`config.mk`:
```
export PLATFORM = sky130hd
export DESIGN_NAME = line_raster_engine
export DESIGN_NICKNAME = d
export VERILOG_FILES = /design/src/rtl/gpu_raster_pkg.sv /design/src/rtl/bresenham_stepper.sv /design/src/rtl/line_raster_engine.sv
export SDC_FILE = /design/constraint.sdc
export NUM_CORES = 1
export LEC_CHECK = 0
export CORE_ASPECT_RATIO = 0.8
export CORE_MARGIN = 4
export CORE_UTILIZATION = 55
export CTS_BUF_LIST = sky130_fd_sc_hd__clkbuf_4 sky130_fd_sc_hd__clkbuf_8
export CTS_CLUSTER_DIAMETER = 120
export DETAILED_ROUTE_END_ITERATION = 10
export GPL_ROUTABILITY_DRIVEN = 0
export PLACE_DENSITY = 0.76
export RECOVER_POWER = 25
export SLEW_MARGIN = 20
export SYNTH_ARGS = -nofsm -noshare
export SYNTH_HDL_FRONTEND = slang
export SYNTH_SLANG_ARGS = --single-unit
```
`constraint.sdc`:
```
create_clock -name clk -period 4.7 [get_ports clk]
set_input_delay 0.94 -clock clk [delete_from_list [all_inputs] [get_ports clk]]
set_output_delay 0.94 -clock clk [all_outputs]
set_load 0.1 [all_outputs]
```
`src/rtl/gpu_raster_pkg.sv`:
```
// Shared raster-pipeline definitions: the line FSM state encoding and the
// default framebuffer geometry used by the framebuffer and triangle blocks.
package gpu_raster_pkg;

  typedef enum logic [1:0] {
    ST_IDLE  = 2'd0,
    ST_SETUP = 2'd1,
    ST_DRAW  = 2'd2,
    ST_DONE  = 2'd3
  } state_e;

  localparam int DEF_WIDTH   = 10;
  localparam int DEF_FB_W    = 640;
  localparam int DEF_FB_H    = 480;
  localparam int DEF_ADDR_W  = 19;
  localparam int DEF_COLOR_W = 6;

endpackage

```
`src/rtl/bresenham_stepper.sv`:
```
// Bresenham walker: load captures the deltas and start point, each step
// moves cur one pixel toward the end point using the error term.
module bresenham_stepper
  import gpu_raster_pkg::*;
#(
  parameter int WIDTH = DEF_WIDTH
) (
  input  logic             clk_i,
  input  logic             rst_ni,
  input  logic             load_i,
  input  logic             step_i,
  input  logic [WIDTH-1:0] x0_i,
  input  logic [WIDTH-1:0] y0_i,
  input  logic [WIDTH-1:0] x1_i,
  input  logic [WIDTH-1:0] y1_i,
  output logic [WIDTH-1:0] cur_x_o,
  output logic [WIDTH-1:0] cur_y_o,
  output logic             at_end_o
);

  typedef logic signed [WIDTH+1:0] sw_t;

  localparam logic [WIDTH-1:0] ONE = {{(WIDTH-1){1'b0}}, 1'b1};

  sw_t              dx_q, dx_d, dy_q, dy_d, err_q, err_d;
  logic             sx_neg_q, sx_neg_d, sy_neg_q, sy_neg_d;
  logic [WIDTH-1:0] cur_x_q, cur_x_d, cur_y_q, cur_y_d;
  sw_t              ddx, ddy, abs_dx, neg_dy, e2;

  always_comb begin
    ddx      = $signed({2'b00, x1_i}) - $signed({2'b00, x0_i});
    ddy      = $signed({2'b00, y1_i}) - $signed({2'b00, y0_i});
    abs_dx   = (ddx < 0) ? -ddx : ddx;
    neg_dy   = (ddy < 0) ? ddy : -ddy;
    // |err| never exceeds max(dx,|dy|), so doubling stays inside WIDTH+2 bits
    e2       = err_q <<< 1;
    dx_d     = dx_q;
    dy_d     = dy_q;
    err_d    = err_q;
    sx_neg_d = sx_neg_q;
    sy_neg_d = sy_neg_q;
    cur_x_d  = cur_x_q;
    cur_y_d  = cur_y_q;
    if (load_i) begin
      dx_d     = abs_dx;
      dy_d     = neg_dy;
      err_d    = abs_dx + neg_dy;
      sx_neg_d = (ddx < 0);
      sy_neg_d = (ddy < 0);
      cur_x_d  = x0_i;
      cur_y_d  = y0_i;
    end else if (step_i) begin
      if (e2 >= dy_q) begin
        err_d   = err_d + dy_q;
        cur_x_d = sx_neg_q ? cur_x_q - ONE : cur_x_q + ONE;
      end
      if (e2 <= dx_q) begin
        err_d   = err_d + dx_q;
        cur_y_d = sy_neg_q ? cur_y_q - ONE : cur_y_q + ONE;
      end
    end
  end

  always_ff @(posedge clk_i) begin
    if (!rst_ni) begin
      dx_q     <= '0;
      dy_q     <= '0;
      err_q    <= '0;
      sx_neg_q <= 1'b0;
      sy_neg_q <= 1'b0;
      cur_x_q  <= '0;
      cur_y_q  <= '0;
    end else begin
      dx_q     <= dx_d;
      dy_q     <= dy_d;
      err_q    <= err_d;
      sx_neg_q <= sx_neg_d;
      sy_neg_q <= sy_neg_d;
      cur_x_q  <= cur_x_d;
      cur_y_q  <= cur_y_d;
    end
  end

  assign cur_x_o  = cur_x_q;
  assign cur_y_o  = cur_y_q;
  assign at_end_o = (cur_x_q == x1_i) && (cur_y_q == y1_i);

endmodule

```
`src/rtl/line_raster_engine.sv`:
```
// Line rasteriser top: command capture, IDLE/SETUP/DRAW/DONE sequencing,
// clipping and the registered framebuffer write port.
module line_raster_engine
  import gpu_raster_pkg::*;
#(
  parameter int WIDTH   = DEF_WIDTH,
  parameter int FB_W    = DEF_FB_W,
  parameter int FB_H    = DEF_FB_H,
  parameter int ADDR_W  = DEF_ADDR_W,
  parameter int COLOR_W = DEF_COLOR_W
) (
  input  logic               clk,
  input  logic               reset,
  input  logic               start,
  input  logic [WIDTH-1:0]   x0,
  input  logic [WIDTH-1:0]   y0,
  input  logic [WIDTH-1:0]   x1,
  input  logic [WIDTH-1:0]   y1,
  input  logic [COLOR_W-1:0] color_in,
  output logic               busy,
  input  logic               fb_ready,
  output logic               FB_WE,
  output logic [ADDR_W-1:0]  FB_addr,
  output logic [COLOR_W-1:0] color_out,
  output logic               sys_finish,
  output state_e             dbg_state
);

  localparam logic [WIDTH:0] FBW_C = FB_W[WIDTH:0];
  localparam logic [WIDTH:0] FBH_C = FB_H[WIDTH:0];

  state_e             state_q, state_d;
  logic [WIDTH-1:0]   x0_q, x0_d, y0_q, y0_d, x1_q, x1_d, y1_q, y1_d;
  logic [COLOR_W-1:0] color_q, color_d;
  logic               vld_q, vld_d, last_q, last_d, we_q, we_d;
  logic [ADDR_W-1:0]  addr_q, addr_d;
  logic               cmd_take, load, step, retire, in_bounds, at_end;
  logic [WIDTH-1:0]   cur_x, cur_y;
  logic [ADDR_W-1:0]  pix_addr;

  bresenham_stepper #(.WIDTH(WIDTH)) u_stepper (
    .clk_i    (clk),
    .rst_ni   (reset),
    .load_i   (load),
    .step_i   (step),
    .x0_i     (x0_q),
    .y0_i     (y0_q),
    .x1_i     (x1_q),
    .y1_i     (y1_q),
    .cur_x_o  (cur_x),
    .cur_y_o  (cur_y),
    .at_end_o (at_end)
  );

  assign in_bounds = ({1'b0, cur_x} < FBW_C) && ({1'b0, cur_y} < FBH_C);
  assign pix_addr  = ADDR_W'(cur_y) * ADDR_W'(FB_W) + ADDR_W'(cur_x);

  // Handshake: a presented pixel with FB_WE=1 is held until fb_ready is
  // seen high; a presented out-of-bounds pixel (FB_WE=0) retires at once.
  always_comb begin
    state_d  = state_q;
    cmd_take = (state_q == ST_IDLE) && start;
    x0_d     = cmd_take ? x0 : x0_q;
    y0_d     = cmd_take ? y0 : y0_q;
    x1_d     = cmd_take ? x1 : x1_q;
    y1_d     = cmd_take ? y1 : y1_q;
    color_d  = cmd_take ? color_in : color_q;
    load     = 1'b0;
    step     = 1'b0;
    vld_d    = vld_q;
    last_d   = last_q;
    we_d     = we_q;
    addr_d   = addr_q;
    retire   = vld_q && (!we_q || fb_ready);
    case (state_q)
      ST_IDLE: begin
        if (start) state_d = ST_SETUP;
      end
      ST_SETUP: begin
        load    = 1'b1;
        vld_d   = 1'b0;
        we_d    = 1'b0;
        last_d  = 1'b0;
        state_d = ST_DRAW;
      end
      ST_DRAW: begin
        if (retire && last_q) begin
          vld_d   = 1'b0;
          we_d    = 1'b0;
          state_d = ST_DONE;
        end else if (!vld_q || retire) begin
          // the stepper runs one pixel ahead of the output register
          vld_d  = 1'b1;
          we_d   = in_bounds;
          addr_d = pix_addr;
          last_d = at_end;
          step   = !at_end;
        end
      end
      ST_DONE: begin
        state_d = ST_IDLE;
      end
      default: begin
        state_d = ST_IDLE;
      end
    endcase
  end

  always_ff @(posedge clk) begin
    if (!reset) begin
      state_q <= ST_IDLE;
      x0_q    <= '0;
      y0_q    <= '0;
      x1_q    <= '0;
      y1_q    <= '0;
      color_q <= '0;
      vld_q   <= 1'b0;
      last_q  <= 1'b0;
      we_q    <= 1'b0;
      addr_q  <= '0;
    end else begin
      state_q <= state_d;
      x0_q    <= x0_d;
      y0_q    <= y0_d;
      x1_q    <= x1_d;
      y1_q    <= y1_d;
      color_q <= color_d;
      vld_q   <= vld_d;
      last_q  <= last_d;
      we_q    <= we_d;
      addr_q  <= addr_d;
    end
  end

  assign busy       = (state_q == ST_SETUP) || (state_q == ST_DRAW);
  assign sys_finish = (state_q == ST_DONE);
  assign FB_WE      = we_q;
  assign FB_addr    = addr_q;
  assign color_out  = color_q;
  assign dbg_state  = state_q;

endmodule
```
==> reports/summary.txt, run 1 <==
=========================================================================================
CTS clock-pin slew for the worst setup and hold paths ......................      0.09 ns
Clock network latency to the later pin of the worst-skew pair ..............      0.45 ns
Antenna diode count ........................................................            0
Quantity of hold-fixing buffers added after cts ............................            0
All-layer global routing usage .............................................        25.6%
Maximum Capacitance Violations .............................................            1
Post-route cell area .......................................................  10900 sq um
Placement Cell Area ........................................................  10500 sq um
Capture point of the worst path ............................................ u_stepper.err_q[10]$_SDFFE_PN0P_
Routing layer with the top usage in global route ...........................         met1
Layout cells sized above 1 .................................................        6.55%
Length in cells of the worst reg-to-reg path ...............................           19
Global route overflow ......................................................            0
Cells after Synth ..........................................................         1186
Number of hold violations in the final report ..............................            0
Net count, final ...........................................................         1428
Routed length per placed instance .......................................... 17.1 microns
Largest net degree at the start of global routing ..........................           71
Post-Synth Adder-Cell Area .................................................        16.9%
Global routing usage on met1 ...............................................        39.0%
Multiplexer share of the synthesized area ..................................        1.98%
Highest clock frequency the design can meet ................................    0.226 GHz
Tightest Hold Check Type ................................................... flop to flop
Filler cells ...............................................................         1456
Max-slew violation count ...................................................           30
CTS HTree Levels ...........................................................            4
Count of input and output buffers ..........................................           79
IO Count ...................................................................           80
Result of the run .......................................................... complete, but fails checks
Critical path required time ................................................      5.03 ns
Die X ......................................................................  155 microns
Die ar. ....................................................................  19400 sq um
Register-to-register path setup slack ......................................      0.28 ns
Max-Slew Margin vs Limit ...................................................       -1.27%
Most common library cell in the layout ignoring fill and taps .............. sky130_fd_sc_hd__nand2_1
Clock tree from TritonCTS ..................................................        built
Total vias in the final route ..............................................         8631
Via count of the first global-routing pass .................................         7803
Type of the worst setup path ............................................... flop to flop
Type of origin of the critical path ........................................         flop
First-pass GRT wire length .................................................      40.6 mm
Yosys warnings .............................................................            0
Clock tree sinks ...........................................................          127
Distinct cells, synth ......................................................           75
Area grow syn2layout .......................................................        14.8%
Terminus of the critical flop-to-flop path ................................. u_stepper.err_q[10]$_SDFFE_PN0P_
Post-DRT Antenna Nets ......................................................            0
Share of the synthesized area in compound gates (AO/OA/AOI/OAI) ............        20.2%
Arr. time, crit path .......................................................      4.75 ns
Number of nets in the synthesized netlist ..................................         1359
Routed via count divided by cell count .....................................         5.80
Initial Utilization ........................................................        56.8%
Final period demand of the worst path ......................................      4.42 ns
Main flop type after synthesis ............................................. sky130_fd_sc_hd__dfxtp_1
Synthesized area divided by synthesized cell count .........................   8.00 sq um
Actual slew at the worst max-slew pin ......................................      1.52 ns
Core Box Area ..............................................................  16700 sq um
Crit Reg-Reg Startpoint .................................................... u_stepper.dy_q[2]$_SDFFE_PN0P_
Simple-gate portion of the synthesized area ................................        18.7%
Synthesized-area fraction occupied by xor and xnor cells ...................        10.5%
Iteration count of the initial detailed-routing pass .......................            7
Main combinational cell family by area after synthesis ..................... compound AO/OA/AOI/OAI gates
Fin Clk Skew ...............................................................    0.0151 ns
Startpoint of the most critical setup path ................................. u_stepper.dy_q[2]$_SDFFE_PN0P_
Deepest clock path buffer count ............................................            2
Number of antenna violations at the first check in global routing ..........            0
Initial DRC count ..........................................................          637
Met3 Use GR ................................................................        5.70%
Hold WS ....................................................................     0.455 ns
# setup viols final ........................................................            0
Final cycle utilization of the critical path ...............................        94.0%
Cell area after synthesis ..................................................   9490 sq um
Clock root buffer .......................................................... sky130_fd_sc_hd__clkbuf_8
Number of flops mapped to enable cells by yosys ............................            0
Commonest cells after routing, fill and taps aside ......................... 178 x sky130_fd_sc_hd__nand2_1, 126 x sky130_fd_sc_hd__dfxtp_1, 125 x sky130_fd_sc_hd__a21oi_1
Final routed DRC violation total ...........................................            0
Yosys reg bits .............................................................          127
HPWL after detailed placement ..............................................      19.6 mm
Sequential element share of the synthesized area ...........................        26.8%
Height of the die ..........................................................  125 microns
Critical Path Fanout Max ...................................................            3
Met2 Track Usage GR ........................................................        37.4%
CP endpoint kind ...........................................................         flop
Proportion of register bits with asynchronous set or reset after synthesis .           0%
Number of rows created at floorplan ........................................           42
Violated checks ............................................................ max-capacitance violations, max-slew violations
Number of buffers inserted during clock tree synthesis .....................           17
Wire length reported by the detailed router ................................      25.4 mm
Worst min-delay path startpoint ............................................ FB_addr[5]$_SDFFE_PN0P_
=========================================================================================
==> cell usage after synthesis, drive strengths merged (3+ instances only) <==
cell type | number | share of area [%]
nand2 | 178 | 7.0
a21oi | 129 | 6.8
dfxtp | 127 | 27
ha | 114 | 15
nor2 | 85 | 3.4
inv | 81 | 3.2
xnor2 | 66 | 6.1
xor2 | 44 | 4.1
o21ai | 39 | 2.1
clkbuf | 34 | 1.3
a21o | 30 | 2.4
a211oi | 25 | 2.0
nor3 | 23 | 1.4
nand3 | 18 | 0.95
nor2b | 15 | 0.99
mux2i | 12 | 1.3
nand4 | 11 | 0.73
buf | 9 | 0.38
fa | 9 | 1.9
nand2b | 9 | 0.59
or3 | 8 | 0.54
and2 | 7 | 0.46
a211o | 6 | 0.55
mux2 | 6 | 0.71
o22ai | 6 | 0.40
or2 | 6 | 0.40
a222oi | 5 | 0.53
a31oi | 5 | 0.33
nor3b | 5 | 0.40
o211a | 5 | 0.53
o211ai | 5 | 0.40
o21a | 5 | 0.40
o21bai | 5 | 0.40
a31o | 4 | 0.37
and3 | 4 | 0.26
o22a | 4 | 0.37
a2111oi | 3 | 0.34
nor4 | 3 | 0.20
o2111ai | 3 | 0.28
o31a | 3 | 0.28
==> flip-flops by register name, summed over array words and instances (netlist names), 2 cells and up <==
signal	flops
u_stepper.err_q	11
x1_q	10
u_stepper.cur_x_o	10
u_stepper.cur_y_o	10
x0_q	10
u_stepper.dy_q	12
u_stepper.dx_q	12
y1_q	10
FB_addr	19
y0_q	10
dbg_state	2
color_out	6
==> timing repair <==
item	CTS	global route
gates resized for setup	0	9
endpoints found under the setup margin	0	2
setup buffers	0	1
==> critical path: stages (launching register included) <==
cell	delay, ns
sky130_fd_sc_hd__dfxtp_1	0.36
sky130_fd_sc_hd__inv_1	0.06
sky130_fd_sc_hd__ha_1	0.26
sky130_fd_sc_hd__o21ai_0	0.14
sky130_fd_sc_hd__a21oi_1	0.07
sky130_fd_sc_hd__o21ai_1	0.15
sky130_fd_sc_hd__a21oi_1	0.10
sky130_fd_sc_hd__o221ai_2	0.21
sky130_fd_sc_hd__mux2_2	0.38
sky130_fd_sc_hd__ha_1	0.21
sky130_fd_sc_hd__fa_1	0.42
sky130_fd_sc_hd__a21oi_2	0.25
sky130_fd_sc_hd__nor2_1	0.08
sky130_fd_sc_hd__or4b_2	0.66
sky130_fd_sc_hd__a211o_1	0.32
sky130_fd_sc_hd__nand3_1	0.11
sky130_fd_sc_hd__o211ai_1	0.10
sky130_fd_sc_hd__a21oi_1	0.20
sky130_fd_sc_hd__xnor2_1	0.14
sky130_fd_sc_hd__o22ai_1	0.10
==> through the flow <==
step,std cells,util (%),TNS (ns),setup WS (ns)
2_1_floorplan,1186,-,0,0.430
3_3_place_gp,1455,62.8,0,0.306
3_5_place_dp,1455,62.8,0,0.209
4_1_cts,1487,65.1,0,0.189
5_1_grt,1488,65.2,-0.0111,-0.0111
6_report,1488,65.2,0,0.282
==> layer usage <==
| metal | vias up | share of wire [%] |
|---|---|---|
| li1 | 4284 | - |
| met5 | - | 0 |
| met3 | 23 | 9.3 |
| met4 | 0 | 0.88 |
| met1 | 4017 | 48 |
| met2 | 307 | 42 |
==> how the worst min path moves through the flow <==
stage | slack (ns) | end | depth (start not counted)
after floorplan | 0.42 | u_stepper.dx_q[11]$_SDFFE_PN0P_ | 2
after detailed placement | 0.45 | u_stepper.dx_q[11]$_SDFFE_PN0P_ | 2
after global placement | 0.43 | u_stepper.dx_q[11]$_SDFFE_PN0P_ | 2
after global routing | 0.48 | color_out[3]$_SDFFE_PN0P_ | 2
after CTS | 0.46 | FB_addr[5]$_SDFFE_PN0P_ | 2
final | 0.45 | FB_addr[5]$_SDFFE_PN0P_ | 2
==> final cells by class <==
class,count,area [sq um],share of cell area [%]
clock inverters,14,134,1.23
well taps,220,275,2.53
repair buffers,93,890,8.16
inverters,82,309,2.84
multi-input cells,934,6500,59.7
flip-flops and latches,127,2540,23.3
clock buffers,18,241,2.22
==> cell families after synthesis <==
family                     count (synthesis)
DFF                                      127
buffers and inverters                    125
AOI/OAI and AO/OA                        298
and+or+nand+nor                          384
adders and majority gates                123
xor gates and xnor gates                 111
muxes                                     18
Power of run 1 is left out: the tool's default activity adds up to more than one toggle a clock period on the data nets, which glitch-free logic cannot reach.
==> run 2: changes to the inputs <==
GPL_ROUTABILITY_DRIVEN = not set   (was 0)
PLACE_DENSITY = 0.81   (was 0.76)
==> run 2 against run 1 <==
The run still ends with max-capacitance violations, max-slew violations left. Final area up 1.1%. Maximum frequency shrank 0.64%. Core utilization up 0.73 points. Die area did not move. Via count increased by 2.0%. Clock skew hardly changed. Sequential cell count did not move. Critical path depth grew 3. First-iteration DRC count up 24%. Global-route usage increased by 0.91 points. Hold slack worse by 0.0023 ns. Wire length rose by 2.3%. Highest routed layer unchanged.
==> reports/summary.txt, run 2 (synthesis results as in run 1) <==
================================================================================
Result of the run ................................................. complete, but fails checks
Violated checks ................................................... max-capacitance violations, max-slew violations
Die ar. ...........................................................  19400 sq um   unchanged
Unrepaired setup endpoints after global routing ...................           no
Tightest Hold Check Type .......................................... flop to flop
Non-filler cells in the finished layout ...........................         1490   +0.13%
Routed via count divided by cell count ............................         5.91   +1.8%
Post-DRT Antenna Nets .............................................            0   unchanged
Count of input and output buffers .................................           79   unchanged
Cells after DPL ...................................................         1457   +0.14%
Deepest clock path buffer count ...................................            2   unchanged
Net count, final ..................................................         1430   +0.14%
Type of origin of the critical path ...............................         flop
Iteration count of the initial detailed-routing pass ..............            5   -2
# setup viols final ...............................................            0   unchanged
Routability cong. .................................................        0.947
Height of the die .................................................  125 microns   unchanged
Clock network latency to the later pin of the worst-skew pair .....      0.46 ns   about the same
Most common library cell in the layout ignoring fill and taps ..... sky130_fd_sc_hd__nand2_1
IO Count ..........................................................           80   unchanged
Final cycle utilization of the critical path ......................        94.6%   +0.61 points
All-layer global routing usage ....................................        26.5%   +0.91 points
Critical Path Fanout Max ..........................................            6   +3
Fin Clk Skew ......................................................    0.0153 ns   +0.000268 ns
Via count of the first global-routing pass ........................         8275   +6.0%
Area grow syn2layout ..............................................        16.1%
Initial Utilization ...............................................        56.8%   unchanged
Commonest cells after routing, fill and taps aside ................ 178 x sky130_fd_sc_hd__nand2_1, 127 x sky130_fd_sc_hd__dfxtp_1, 125 x sky130_fd_sc_hd__a21oi_1
CP endpoint kind ..................................................         flop
Routed length per placed instance ................................. 17.5 microns   +2.2%
Hold WS ...........................................................     0.452 ns   -0.00232 ns
Number of buffers inserted during clock tree synthesis ............           17   unchanged
Total vias in the final route .....................................         8801   +2.0%
Largest net degree at the start of global routing .................           61   -14%
Highest clock frequency the design can meet .......................    0.225 GHz   -0.64%
Number of rows created at floorplan ...............................           42   unchanged
Type of the worst setup path ...................................... flop to flop
Clock tree sinks ..................................................          127   unchanged
Final routed DRC violation total ..................................            0   unchanged
First-pass GRT wire length ........................................      42.2 mm   +4.1%
Actual slew at the worst max-slew pin .............................      1.97 ns   +0.453 ns
Max-slew violation count ..........................................           47   +57%
Clock root buffer ................................................. sky130_fd_sc_hd__clkbuf_8
Wire length reported by the detailed router .......................      26.0 mm   +2.3%
Antenna diode count ...............................................            0   unchanged
Max-Slew Margin vs Limit ..........................................       -31.5%   -30 points
CTS HTree Levels ..................................................            4   unchanged
HPWL after detailed placement .....................................      19.7 mm   +0.37%
Die X .............................................................  155 microns   unchanged
Core Box Area .....................................................  16700 sq um   unchanged
Total Negative Setup Slacks .......................................         0 ns   unchanged
Final period demand of the worst path .............................      4.45 ns   +0.0284 ns
Global route overflow .............................................            0   unchanged
Number of antenna violations at the first check in global routing .            0   unchanged
CTS clock-pin slew for the worst setup and hold paths .............      0.08 ns   about the same
Layout cells sized above 1 ........................................        6.69%   +0.15 points
Clock tree from TritonCTS .........................................        built
Critical path required time .......................................      5.07 ns   +0.04 ns
Maximum Capacitance Violations ....................................            1   unchanged
Initial DRC count .................................................          792   +24%
Arr. time, crit path ..............................................      4.82 ns   +0.07 ns
Number of flip-flops under the largest register name ..............           19   unchanged
Number of hold violations in the final report .....................            0   unchanged
================================================================================
## run 2: cell count changes in the layout (fill, tap and decap cells not counted), sizes merged
cell | previous run | this run
bufinv | 1 | 5
clkdlybuf4s50 | 76 | 78
dlygate4sd3 | 3 | 1
clkbuf | 21 | 20
clkinvlp | 6 | 2
buf | 11 | 14
## run 2: what timing repair did
action / CTS / global route
setup endpoints to repair: 0 / 2
hold buffers: 0 / 0
resized for setup: 0 / 9
buffers inserted: 0 / 1
## run 2: final timing paths
kind	from	endpoint	slack (ns)	cells past startpoint
worst min register to register	FB_addr[9]$_SDFFE_PN0P_	FB_addr[9]$_SDFFE_PN0P_	0.45	2
worst max-delay path	y1_q[0]$_SDFFE_PN0P_	u_stepper.err_q[10]$_SDFFE_PN0P_	0.25	22
worst min-delay path	FB_addr[9]$_SDFFE_PN0P_	FB_addr[9]$_SDFFE_PN0P_	0.45	2
worst max register to register	y1_q[0]$_SDFFE_PN0P_	u_stepper.err_q[10]$_SDFFE_PN0P_	0.25	22
## run 2: through the flow
stage	setup WS [ns]	area [sq um]	utilization, %
3_3_place_gp	0.353	10500	62.9
5_1_grt	0.00241	11000	65.9
6_report	0.254	11000	65.9
3_5_place_dp	0.288	10500	62.9
2_1_floorplan	0.430	9490	-
4_1_cts	0.216	11000	65.7
## run 2: critical path, cell delays in order (launching register included)
cell                        delay, ns
sky130_fd_sc_hd__dfxtp_1         0.34
sky130_fd_sc_hd__inv_1           0.06
sky130_fd_sc_hd__ha_1            0.16
sky130_fd_sc_hd__inv_1           0.06
sky130_fd_sc_hd__fa_1            0.41
sky130_fd_sc_hd__a21oi_2         0.17
sky130_fd_sc_hd__o21ai_2         0.09
sky130_fd_sc_hd__a2111oi_2       0.35
sky130_fd_sc_hd__nor2_2          0.11
sky130_fd_sc_hd__a31oi_2         0.30
sky130_fd_sc_hd__buf_4           0.19
sky130_fd_sc_hd__nor2_1          0.05
sky130_fd_sc_hd__xnor2_1         0.27
sky130_fd_sc_hd__ha_1            0.32
sky130_fd_sc_hd__nor2b_1         0.14
sky130_fd_sc_hd__o21ai_0         0.21
sky130_fd_sc_hd__a21boi_0        0.15
sky130_fd_sc_hd__o21ai_0         0.34
sky130_fd_sc_hd__a21oi_2         0.14
sky130_fd_sc_hd__nand3_1         0.11
sky130_fd_sc_hd__nand2_1         0.06
sky130_fd_sc_hd__xnor3_1         0.20
sky130_fd_sc_hd__o22ai_1         0.15
## run 2: metal layers
metal / vias up / GRT usage (%) / part of all wire [%]
li1: 4287 / - / -
met5: - / 0 / 0
met1: 4073 / 38.8 / 46
met2: 393 / 39.3 / 43
met3: 48 / 6.11 / 9.4
met4: 0 / 6.85 / 1.9
## run 2: cell type report
cell class,instances,area (sq um)
well taps,220,275
fillers,1388,5690
inverters,82,309
clock buffers,18,241
flip-flops and latches,127,2540
clock inverters,14,228
multi-input cells,934,6520
repair buffers,95,907
Power of run 2 is left out for the same reason.
==> run 3: changes to the inputs <==
--- a/constraint.sdc
+++ b/constraint.sdc
@@ -3,2 +3,2 @@
 set_output_delay 0.94 -clock clk [all_outputs]
-set_load 0.1 [all_outputs]
+set_load 0.01 [all_outputs]
==> results of run 3 <==
Same layout as run 2 (identical final DEF). Status: complete, but fails checks: max-capacitance violations, max-slew violations.
(Power assumes the default switching activity.)
